$ cat src/rtl/chunked_add_sub.sv
`default_nettype none
// ============================================================================
// Module   : chunked_add_sub
// Brief    : Multi-cycle WIDTH-bit add/subtract, CHUNK bits per clock, NZCV flags
// Revision : 1.0 - initial release
// ============================================================================
module chunked_add_sub #(
    parameter int WIDTH = 64,
    parameter int CHUNK = 16
) (
    input  logic             clk,
    input  logic             reset,
    input  logic             start,
    input  logic             sub,
    input  logic             cin,
    input  logic [WIDTH-1:0] A,
    input  logic [WIDTH-1:0] B,
    output logic             busy,
    output logic             done,
    output logic [WIDTH-1:0] S,
    output logic             cout,
    output logic             overflow,
    output logic             zero,
    output logic             negative
);

    localparam int c_num_chunks = WIDTH / CHUNK;
    localparam int c_idx_w      = (c_num_chunks > 1) ? $clog2(c_num_chunks) : 1;
    localparam logic [c_idx_w-1:0] c_last_idx = c_idx_w'(c_num_chunks - 1);

    typedef enum logic [0:0] {
        ST_IDLE = 1'b0,
        ST_RUN  = 1'b1
    } state_t;

    state_t             r_state;
    state_t             w_state_next;
    logic               w_accept;
    logic               w_last;

    logic [WIDTH-1:0]   r_a;
    logic [WIDTH-1:0]   r_b;
    logic [WIDTH-1:0]   r_sum;
    logic               r_carry;
    logic [c_idx_w-1:0] r_idx;

    logic [31:0]        w_base;
    logic [CHUNK-1:0]   w_a_chunk;
    logic [CHUNK-1:0]   w_b_chunk;
    logic [CHUNK:0]     w_chunk_sum;
    logic               w_msb_cin;
    logic [WIDTH-1:0]   w_sum_next;

    assign busy = (r_state == ST_RUN);

    always_ff @(posedge clk) begin
        if (reset) begin
            r_state <= ST_IDLE;
        end else begin
            r_state <= w_state_next;
        end
    end

    always_comb begin
        w_state_next = r_state;
        w_accept     = 1'b0;
        w_last       = 1'b0;
        case (r_state)
            ST_IDLE: begin
                if (start) begin
                    w_accept     = 1'b1;
                    w_state_next = ST_RUN;
                end
            end
            ST_RUN: begin
                if (r_idx == c_last_idx) begin
                    w_last       = 1'b1;
                    w_state_next = ST_IDLE;
                end
            end
            default: w_state_next = ST_IDLE;
        endcase
    end

    // One CHUNK-bit slice per cycle; the carry into its top bit is recovered
    // from the sum bit so the overflow flag needs no extra adder.
    assign w_base      = 32'(r_idx) * 32'(CHUNK);
    assign w_a_chunk   = r_a[w_base +: CHUNK];
    assign w_b_chunk   = r_b[w_base +: CHUNK];
    assign w_chunk_sum = {1'b0, w_a_chunk} + {1'b0, w_b_chunk} + (CHUNK+1)'(r_carry);
    assign w_msb_cin   = w_a_chunk[CHUNK-1] ^ w_b_chunk[CHUNK-1] ^ w_chunk_sum[CHUNK-1];

    always_comb begin
        w_sum_next                    = r_sum;
        w_sum_next[w_base +: CHUNK]   = w_chunk_sum[CHUNK-1:0];
    end

    always_ff @(posedge clk) begin
        if (reset) begin
            r_a      <= '0;
            r_b      <= '0;
            r_sum    <= '0;
            r_carry  <= 1'b0;
            r_idx    <= '0;
            done     <= 1'b0;
            S        <= '0;
            cout     <= 1'b0;
            overflow <= 1'b0;
            zero     <= 1'b0;
            negative <= 1'b0;
        end else begin
            done <= 1'b0;
            if (w_accept) begin
                r_a     <= A;
                r_b     <= B ^ {WIDTH{sub}};
                r_carry <= cin ^ sub;
                r_idx   <= '0;
            end
            if (r_state == ST_RUN) begin
                r_sum   <= w_sum_next;
                r_carry <= w_chunk_sum[CHUNK];
                r_idx   <= r_idx + 1'b1;
                if (w_last) begin
                    done     <= 1'b1;
                    S        <= w_sum_next;
                    cout     <= w_chunk_sum[CHUNK];
                    overflow <= w_chunk_sum[CHUNK] ^ w_msb_cin;
                    zero     <= (w_sum_next == '0);
                    negative <= w_sum_next[WIDTH-1];
                end
            end
        end
    end

endmodule
`default_nettype wire

$ cat config.mk
export PLATFORM = sky130hd
export DESIGN_NAME = chunked_add_sub
export DESIGN_NICKNAME = d
export VERILOG_FILES = /design/src/rtl/chunked_add_sub.sv
export SDC_FILE = /design/constraint.sdc
export NUM_CORES = 1
export LEC_CHECK = 0
export CORE_ASPECT_RATIO = 1.1
export CORE_MARGIN = 2
export CORE_UTILIZATION = 25
export DETAILED_ROUTE_END_ITERATION = 10
export HOLD_SLACK_MARGIN = 0.1
export MAX_ROUTING_LAYER = met4
export PLACE_DENSITY_LB_ADDON = 0.1
export SLEW_MARGIN = 10
export SYNTH_ARGS = -nofsm -noshare
export SYNTH_HDL_FRONTEND = slang
export SYNTH_SLANG_ARGS = --single-unit
$ cat constraint.sdc
create_clock -name clk -period 5.3 [get_ports clk]
set_input_delay 1.325 -clock clk [delete_from_list [all_inputs] [get_ports clk]]
set_output_delay 1.325 -clock clk [all_outputs]
set_load 0.02 [all_outputs]
==> Yosys cells after proc, flatten, opt, wreduce, memory -nomap -nowiden <==
Index checks and enable logic that the tools add are counted.
W data, S select, Z words.
{ "op_classes": {"n_addsub": 4, "n_eq_ne": 1, "shift": 4, "n_mux": 12, "n_bitwise": 6, "n_reduce_logical": 4} }
{ "ops": {"columns": ["cell", "n"], "rows": [
  ["$shiftx A64 B7 Y16", 2],
  ["$bwmux W64", 1],
  ["$logic_not A64 Y1", 1],
  ["$shift A16 B34 Y64 const A", 1],
  ["$shiftx A16 B34 Y64", 1],
  ["$xor A64 B64 Y64", 1],
  ["$neg A6 Y34", 1],
  ["$add A16 B16 Y17", 1],
  ["$add A17 B1 Y17", 1],
  ["$mux W1", 8],
  ["$mux W2", 2],
  ["$xor A1 B1 Y1", 4],
  ["$add A2 B1 Y2 const B", 1],
  ["$eq A2 B2 Y1 const B", 1],
  ["$pmux W1 S2", 1],
  ["$reduce_and A2 Y1", 1],
  ["$reduce_bool A2 Y1", 1],
  ["$reduce_or A2 Y1", 1],
  ["$not A1 Y1", 1]
]} }
{ "word_totals": {"regBits": 265, "out_inout_bits": 70} }

==> Depth between registers and ports, before layout <==
{ "depth": {"depth_word": 6, "depth_mapped": 14} }

==> Least setup slack after synthesis <==
No wires, ideal clock.
{ "synth_path": {"kind": "reg-to-reg", "start": "register r_idx[0]", "end": "register zero", "arrival_time_ns": 4.021, "slack_ns": 1.195, "path_stages_with_launch": 14, "path_buffers": 2, "cell_sequence": "dfxtp_1 buf_2 buf_1 mux4_2 fa_1 and3_1 or3_1 a32oi_1 o2111ai_1 nor4_1 nand4_1 nor4_2 nand4_1 o31ai_2"} }
{ "synth_between": {"elab_chain_cells": 6, "elab_cells_between_ends": 13, "cone_classes": "3 x add/sub; 1 x eq/ne; 4 x shift; 3 x mux; 2 x reduce/logical"} }
{ "synth_rtl": {"columns": ["item", "line_no", "rtl"], "rows": [
  ["start, declared", "45", "logic [c_idx_w-1:0] r_idx;"],
  ["start signal, assigned", "122", "r_idx <= r_idx + 1'b1;"],
  ["$shiftx A64 B7 Y16, on equally long branches", "88, 89", null],
  ["$add A16 B16 Y17", "90", "assign w_chunk_sum = {1'b0, w_a_chunk} + {1'b0, w_b_chunk} + (CHUNK+1)'(r_carry);"],
  ["$add A17 B1 Y17", "90", null],
  ["$shiftx A16 B34 Y64", "95", "w_sum_next[w_base +: CHUNK] = w_chunk_sum[CHUNK-1:0];"],
  ["$bwmux W64", "95", null],
  ["$logic_not A64 Y1", "128", "zero <= (w_sum_next == '0);"],
  ["end signal, assigned", "128", null],
  ["end, declared", "23", "output logic zero,"]
]} }
Parallel ways exist; a longest one is shown, timed or not.
A chain may end at the register's enable or synchronous reset.

==> Worst setup path in the final report <==
{ "layout_path": {"start": "register r_idx[1]", "end": "register zero"} }
Same word-level chain as after synthesis.

==> flow_metrics.py <==
metrics = {
    "yosys": {
        "ys_seq_area_share_pct": 44.3,
        "syn_area_mm2": 0.0117,
        "synth_nets": 1443,
        "yosysUniqueCellTypes": 74,
        "yosysTopAreaCell": "dfxtp_1",
        "ys_ff_latch": 259,
        "yosys.area.top_type_share_pct": 44.3,
        "syn_area_per_cell_um2": 9.08,
        "netlist_top_cells_area": "dfxtp_1, a211oi_1, mux4_2, nor2_1, xnor2_1",
        "ys.flop_type": "dfxtp_1",
        "ys_top_cells_by_count": "dfxtp_1, nor2_1, nand2_1",
        "syn_inst": 1288,
        "synth_edf_count": 0,
        "yosys.cell_count.top_type": "dfxtp_1",
        "yosys_warnings": 0,
        "synthArstFlopShare_pct": 0,
    },
    "global_routing": {
        "track_usage_pct": 17.8,
        "grt_pass1_wl_um": 64100,
        "grt_max_degree": 107,
        "grt_pass1_vias": 9996,
        "antenna_found_initial": 0,
        "overflow": 0,
    },
    "job": {
        "drv_cap": 0,
    },
    "clocking": {
        "numCtsBuffers": 30,
        "cts_tree": "yes",
        "clk_pin_slew_worst_paths_ns": 0.06,
        "clk_latency_ns": 0.57,
        "clock-sinks": 259,
        "clock_path_buffers": 3,
        "clockRootBuffer": "clkbuf_16",
        "post_cts_buffers": 0,
        "cts_max_level": 1,
        "cts_resized": 0,
        "hold_buffers": 0,
    },
    "routing": {
        "drt-wirelength-per-cell_um": 20.6,
        "drt-initial-drc-count": 584,
        "drcViolationCount": 0,
        "drtAntennaViolNets": 0,
        "first_pass_iters": 5,
        "wirelength_um": 42400,
        "vias": 10000,
        "vias_per_cell": 4.88,
    },
    "power": {
        "p_clk_share_pct": 45.3,
        "share_comb_of_total_power_pct": 15.7,
        "p_sw_share_pct": 26.5,
        "switching_power_uw": 1440,
        "powerDensity_mw_per_mm2": 351,
        "p_leak_uw": 0.00547,
        "p_seq_share_pct": 39.0,
        "power.internal_uw": 4000,
        "irDropWorstVdd_v": 0.000226,
    },
    "status": {
        "outcome": "completed",
    },
    "worst_setup_path": {
        "cp_data_arrival_time_ns": 4.86,
        "worstSetupPathType": "reg2reg",
        "worstSetupEndpointType": "flop",
        "ff2ff_setup_slack_ns": 0.90,
        "r2r_end": "zero$_SDFFE_PP0P_",
        "cp_max_fo": 20,
        "critPathRequiredTime_ns": 5.76,
        "startpoint_type": "flop",
        "r2r-start": "r_idx[1]$_SDFFE_PP0P_",
        "reg2reg_depth": 12,
    },
    "timing": {
        "fmax_ghz": 0.227,
        "hold_viol": 0,
        "rsz0062_at_grt": "false",
        "finClkSkew_ns": 0.0138,
        "fin_crit_sh_pct": 83.1,
        "slew_violations": 0,
        "slew_headroom_pct": 30.0,
        "min_period_ns": 4.40,
        "worst_slew_pin_slew_ns": 1.04,
        "finalSetupTns_ns": 0,
        "worst_slack_ns": 0.897,
        "final-setup-viol-count": 0,
    },
    "hold_path": {
        "hp-class": "reg2reg",
        "holdPathEnd": "S[58]$_SDFFE_PP0P_",
        "min_from": "S[58]$_SDFFE_PP0P_",
        "holdPathStages": 2,
    },
    "floorplanning": {
        "fp.dieW_um": 210,
        "num_io_pins": 203,
        "core_area_mm2": 0.0464,
        "start_util_pct": 25.2,
        "dieArea_mm2": 0.0485,
        "die_h_um": 231,
        "num_rows": 83,
    },
    "final_layout": {
        "syn_to_final_growth_pct": 32.5,
        "nFillCells": 4853,
        "drive_gt1_share_pct": 9.45,
        "nets": 1594,
    },
    "placed_design": {
        "dpl.hpwl_um": 31000,
        "gp_congestion": 0.845,
        "place.port_buffers": 202,
        "place_ws_ns": 0.863,
    },
}
[critical path, stage by stage (launching register included)]
cell	delay (ns)
dfxtp_2	0.60
buf_4	0.38
mux4_2	0.39
ha_1	0.39
and2_0	0.23
a2111oi_4	0.43
nor3_2	0.10
or2_1	0.38
o211ai_1	0.75
a22oi_1	0.23
and2_1	0.23
nand4_1	0.10
o31ai_2	0.07
[power groups by stage]
| stage | logic [uW] | registers (uW) | clock network, uW |
|---|---|---|---|
| after global placement | 857 | 2160 | 0 |
| after detailed placement | 859 | 2160 | 0 |
| final | 852 | 2120 | 2470 |
| after CTS | 862 | 2120 | 2520 |
| after global routing | 931 | 2130 | 2610 |
| after floorplan | 517 | 2120 | 0 |
[metal layers]
layer | wire (um) | global-route usage, % | vias up
met5 | 0 | - | -
met4 | 908 | 4.08 | 0
li1 | - | - | 4967
met2 | 21800 | 31.3 | 260
met1 | 18000 | 21.6 | 4768
met3 | 1700 | 2.45 | 46
[worst max path at each step]
stage	from	end	slack, ns	depth (start not counted)
after CTS	r_idx[1]$_SDFFE_PP0P_	zero$_SDFFE_PP0P_	0.87	12
final	r_idx[1]$_SDFFE_PP0P_	zero$_SDFFE_PP0P_	0.90	12
after detailed placement	r_idx[1]$_SDFFE_PP0P_	zero$_SDFFE_PP0P_	0.86	12
after global placement	r_idx[0]$_SDFFE_PP0P_	zero$_SDFFE_PP0P_	0.96	12
after floorplan	r_idx[0]$_SDFFE_PP0P_	zero$_SDFFE_PP0P_	1.19	13
after global routing	r_idx[0]$_SDFFE_PP0P_	zero$_SDFFE_PP0P_	0.62	12
[final cells by class]
type,count,area (um2),share of cell area (%)
clock inverter,14,308,1.99
sequential,259,5190,33.5
multi-input combinational,907,6070,39.2
timing repair buffer,230,2260,14.6
clock buffer,40,880,5.68
tap,595,744,4.81
inverter,11,41.3,0.267
antenna,1,2.50,0.0162
[kinds of logic (layout without fill, tap and decap cells)]
group	after synthesis	in the layout	synth area share [%]
AO/OA/AOI/OAI	346	346	21.0
buffers and inverters	122	295	4.13
AND/OR/NAND/NOR	426	426	15.6
XOR/XNOR	79	79	6.08
adder cells (fa/ha/maj)	22	22	2.48
multiplexers	34	34	6.33
other	0	1	0
flip-flops	259	259	44.3
[stage by stage]
| stage | utilization, % | hold WS, ns | area, um2 | cells | power [uW] |
|---|---|---|---|---|---|
| detailed placement | 30.8 | 0.439 | 14300 | 2002 | 3020 |
| floorplan | - | 0.423 | 11700 | 1288 | 2640 |
| CTS | 33.4 | 0.449 | 15500 | 2056 | 5500 |
| global route | 33.4 | 0.465 | 15500 | 2056 | 5670 |
| finish | 33.4 | 0.443 | 15500 | 2057 | 5440 |
| global placement | 30.8 | 0.439 | 14300 | 2002 | 3020 |
[flip-flops by register name, summed over array words and instances, names as in the netlist]
| signal | cells |
|---|---|
| S | 64 |
| busy | 1 |
| cout | 1 |
| done | 1 |
| overflow | 1 |
| r_a | 64 |
| r_b | 64 |
| r_carry | 1 |
| r_idx | 2 |
| r_sum | 59 |
| zero | 1 |
[cell usage in the layout, fill, tap and decap left out, types with 3 or more instances in the layout]
cell type / synthesis / layout
nor3_1: 25 / 24
nor2_1: 177 / 176
a22oi_1: 38 / 38
bufinv_16: 0 / 9
mux4_2: 32 / 32
dfxtp_1: 259 / 256
a21oi_1: 83 / 83
clkbuf_16: 0 / 31
nand3_1: 3 / 3
xor2_1: 7 / 7
o21ai_0: 18 / 18
xnor2_1: 71 / 71
a32oi_1: 10 / 10
a211oi_1: 125 / 125
a21o_1: 9 / 9
and3_1: 5 / 5
and2_1: 7 / 6
inv_1: 10 / 10
or3_1: 3 / 3
clkbuf_8: 0 / 7
a221oi_1: 14 / 14
buf_4: 2 / 27
clkdlybuf4s50_1: 0 / 200
o21a_1: 3 / 3
ha_1: 20 / 20
nand4_1: 8 / 8
a22o_1: 17 / 17
nor4_1: 6 / 6
a31oi_1: 3 / 3
nand2_1: 165 / 165
nand3b_1: 3 / 3
No activity file was read; power rests on OpenSTA's default activity.
==> edit: new RTL, same flow settings <==
Reset style: asynchronous (`reset`), changed in 2 clocked blocks.
--- a/src/rtl/chunked_add_sub.sv
+++ b/src/rtl/chunked_add_sub.sv
@@ -54,5 +54,5 @@
     assign busy = (r_state == ST_RUN);
 
-    always_ff @(posedge clk) begin
+    always_ff @(posedge clk or posedge reset) begin
         if (reset) begin
             r_state <= ST_IDLE;
@@ -96,5 +96,5 @@
     end
 
-    always_ff @(posedge clk) begin
+    always_ff @(posedge clk or posedge reset) begin
         if (reset) begin
             r_a      <= '0;
Check against the original RTL: differs if reset is asserted again (counterexample within 4 cycles, from zero or initial values and one cycle with reset high); with reset held inactive, the same outputs for 4 cycles.
==> edit against the original RTL <==
  * Setup slack worse by 210 ps
  * Sequential cell count down 11
  * Design area is 1.3% higher
  * Routed wire length fell by 9.2%
  * Cell count down 7.2%
  * Synthesized area grew 1.8%
  * Maximum frequency is 4.5% lower
  * Via count fell by 13%
  * Highest routed layer unchanged
Power is not shown: default switching activity piles up to over one toggle a cycle in this logic, so the estimate is an artifact.
==> edit: results (changes against the original RTL) <==
| Metric | Value |
|---|---|
| Result of the run | finished clean (unchanged) |
| Xor/xnor share of the synthesized area | 6.10% (was 6.08%) |
| Global placement routability congestion | 0.828 (was 0.845) |
| Fill count | 4782 (was 4853) |
| Via total after detailed routing | 8779 (was 10.0k) |
| Via count of the first global-routing pass | 9068 (was 9996) |
| Start point of the worst hold path | r_b[58] (was S[58]) |
| Detail Placement HPWL | 27500 µm (was 31000 µm) |
| Syn nets | 1222 (was 1443) |
| Rel. slew slack | 23.1% (was 30.0%) |
| Worst Clk Skew | 9.15 ps (was 13.8 ps) |
| Number of nets in the layout | 1403 (was 1594) |
| Compound-cell area share of the yosys netlist | 14.6% (was 21.0%) |
| Number of distinct library cells after synthesis | 60 (was 74) |
| Endpoint of the worst setup timing path | zero (unchanged) |
| Worst-path fanout max | 12 (was 20) |
| Area share of fa/ha/maj cells after synthesis | 2.44% (was 2.48%) |
| DR iter-0 viols | 520 (was 584) |
| Proportion of synthesized chip area in sequential cells | 52.1% (was 44.3%) |
| Slowest library cell on the worst path | sky130_fd_sc_hd__dfrtp_2 (was sky130_fd_sc_hd__o211ai_1) |
| Launch point of the worst reg-to-reg path | r_idx[1] (unchanged) |
| Async set or reset register ratio after synthesis | 100% (was 0%) |
| Combined global-route utilization of all metal layers | 16.1% (was 17.8%) |
| Antenna diode instance count | 0 (was 1) |
| Largest net degree at the start of global routing | 138 (was 107) |
| Global-route wire length before repair | 58300 µm (was 64100 µm) |
==> edit: cell types whose count changed after synthesis, sizes merged, moves of 30 or more <==
cell	unedited run	this run
mux2	0	65
a211oi	125	4
o21ai	19	116
nand2	165	134
a22oi	38	8
dfxtp	259	0
nor2	177	73
a21oi	83	37
dfrtp	0	248
==> edit: layout make-up <==
cell class	count	area [µm²]	area share (%)
Clock buffer	50	947	6.03
Clock inverter	5	104	0.661
Inverter	10	41.3	0.263
Multi-Input combinational cell	733	5370	34.2
Sequential cell	248	6210	39.5
Tap cell	637	797	5.08
Timing Repair Buffer	225	2230	14.2
==> edit: stage by stage <==
step / worst slack [ps] / area [µm²] / hold WS, ps / std cells
after global placement: 742 / 14700 / 456 / 1853
after CTS: 684 / 15700 / 478 / 1908
after global routing: 349 / 15700 / 502 / 1908
final: 689 / 15700 / 473 / 1908
after floorplan: 238 / 11900 / 445 / 1067
after detailed placement: 692 / 14700 / 465 / 1853
==> edit: kinds of logic (layout without fill, tap and decap cells) <==
kind of cell | count (synthesis) | in the layout
AO/OA/AOI/OAI | 266 | 266
AND/OR/NAND/NOR | 264 | 264
flip-flops | 248 | 248
multiplexers | 99 | 99
buffers and inverters | 86 | 290
XOR/XNOR | 82 | 82
adder cells (fa/ha/maj) | 22 | 22
==> edit: per-layer routing <==
layer | routed length [µm] | global-route usage, % | vias up | share of wire [%]
li1 | - | - | 4177 | -
met1 | 17500 | 21.3 | 4354 | 45
met2 | 19000 | 26.8 | 213 | 49
met3 | 1580 | 2.15 | 35 | 4.1
met4 | 419 | 2.77 | 0 | 1.1
met5 | 0 | - | - | 0
==> edit: worst register-to-register path: cells and delay by family, from the launching register on <==
family          cells  cell delay (ps)
compound gates      5             1210
xor+xnor            1              240
fa+ha+maj           2              890
flops               1              580
mux                 1              580
simple gates        3             1040
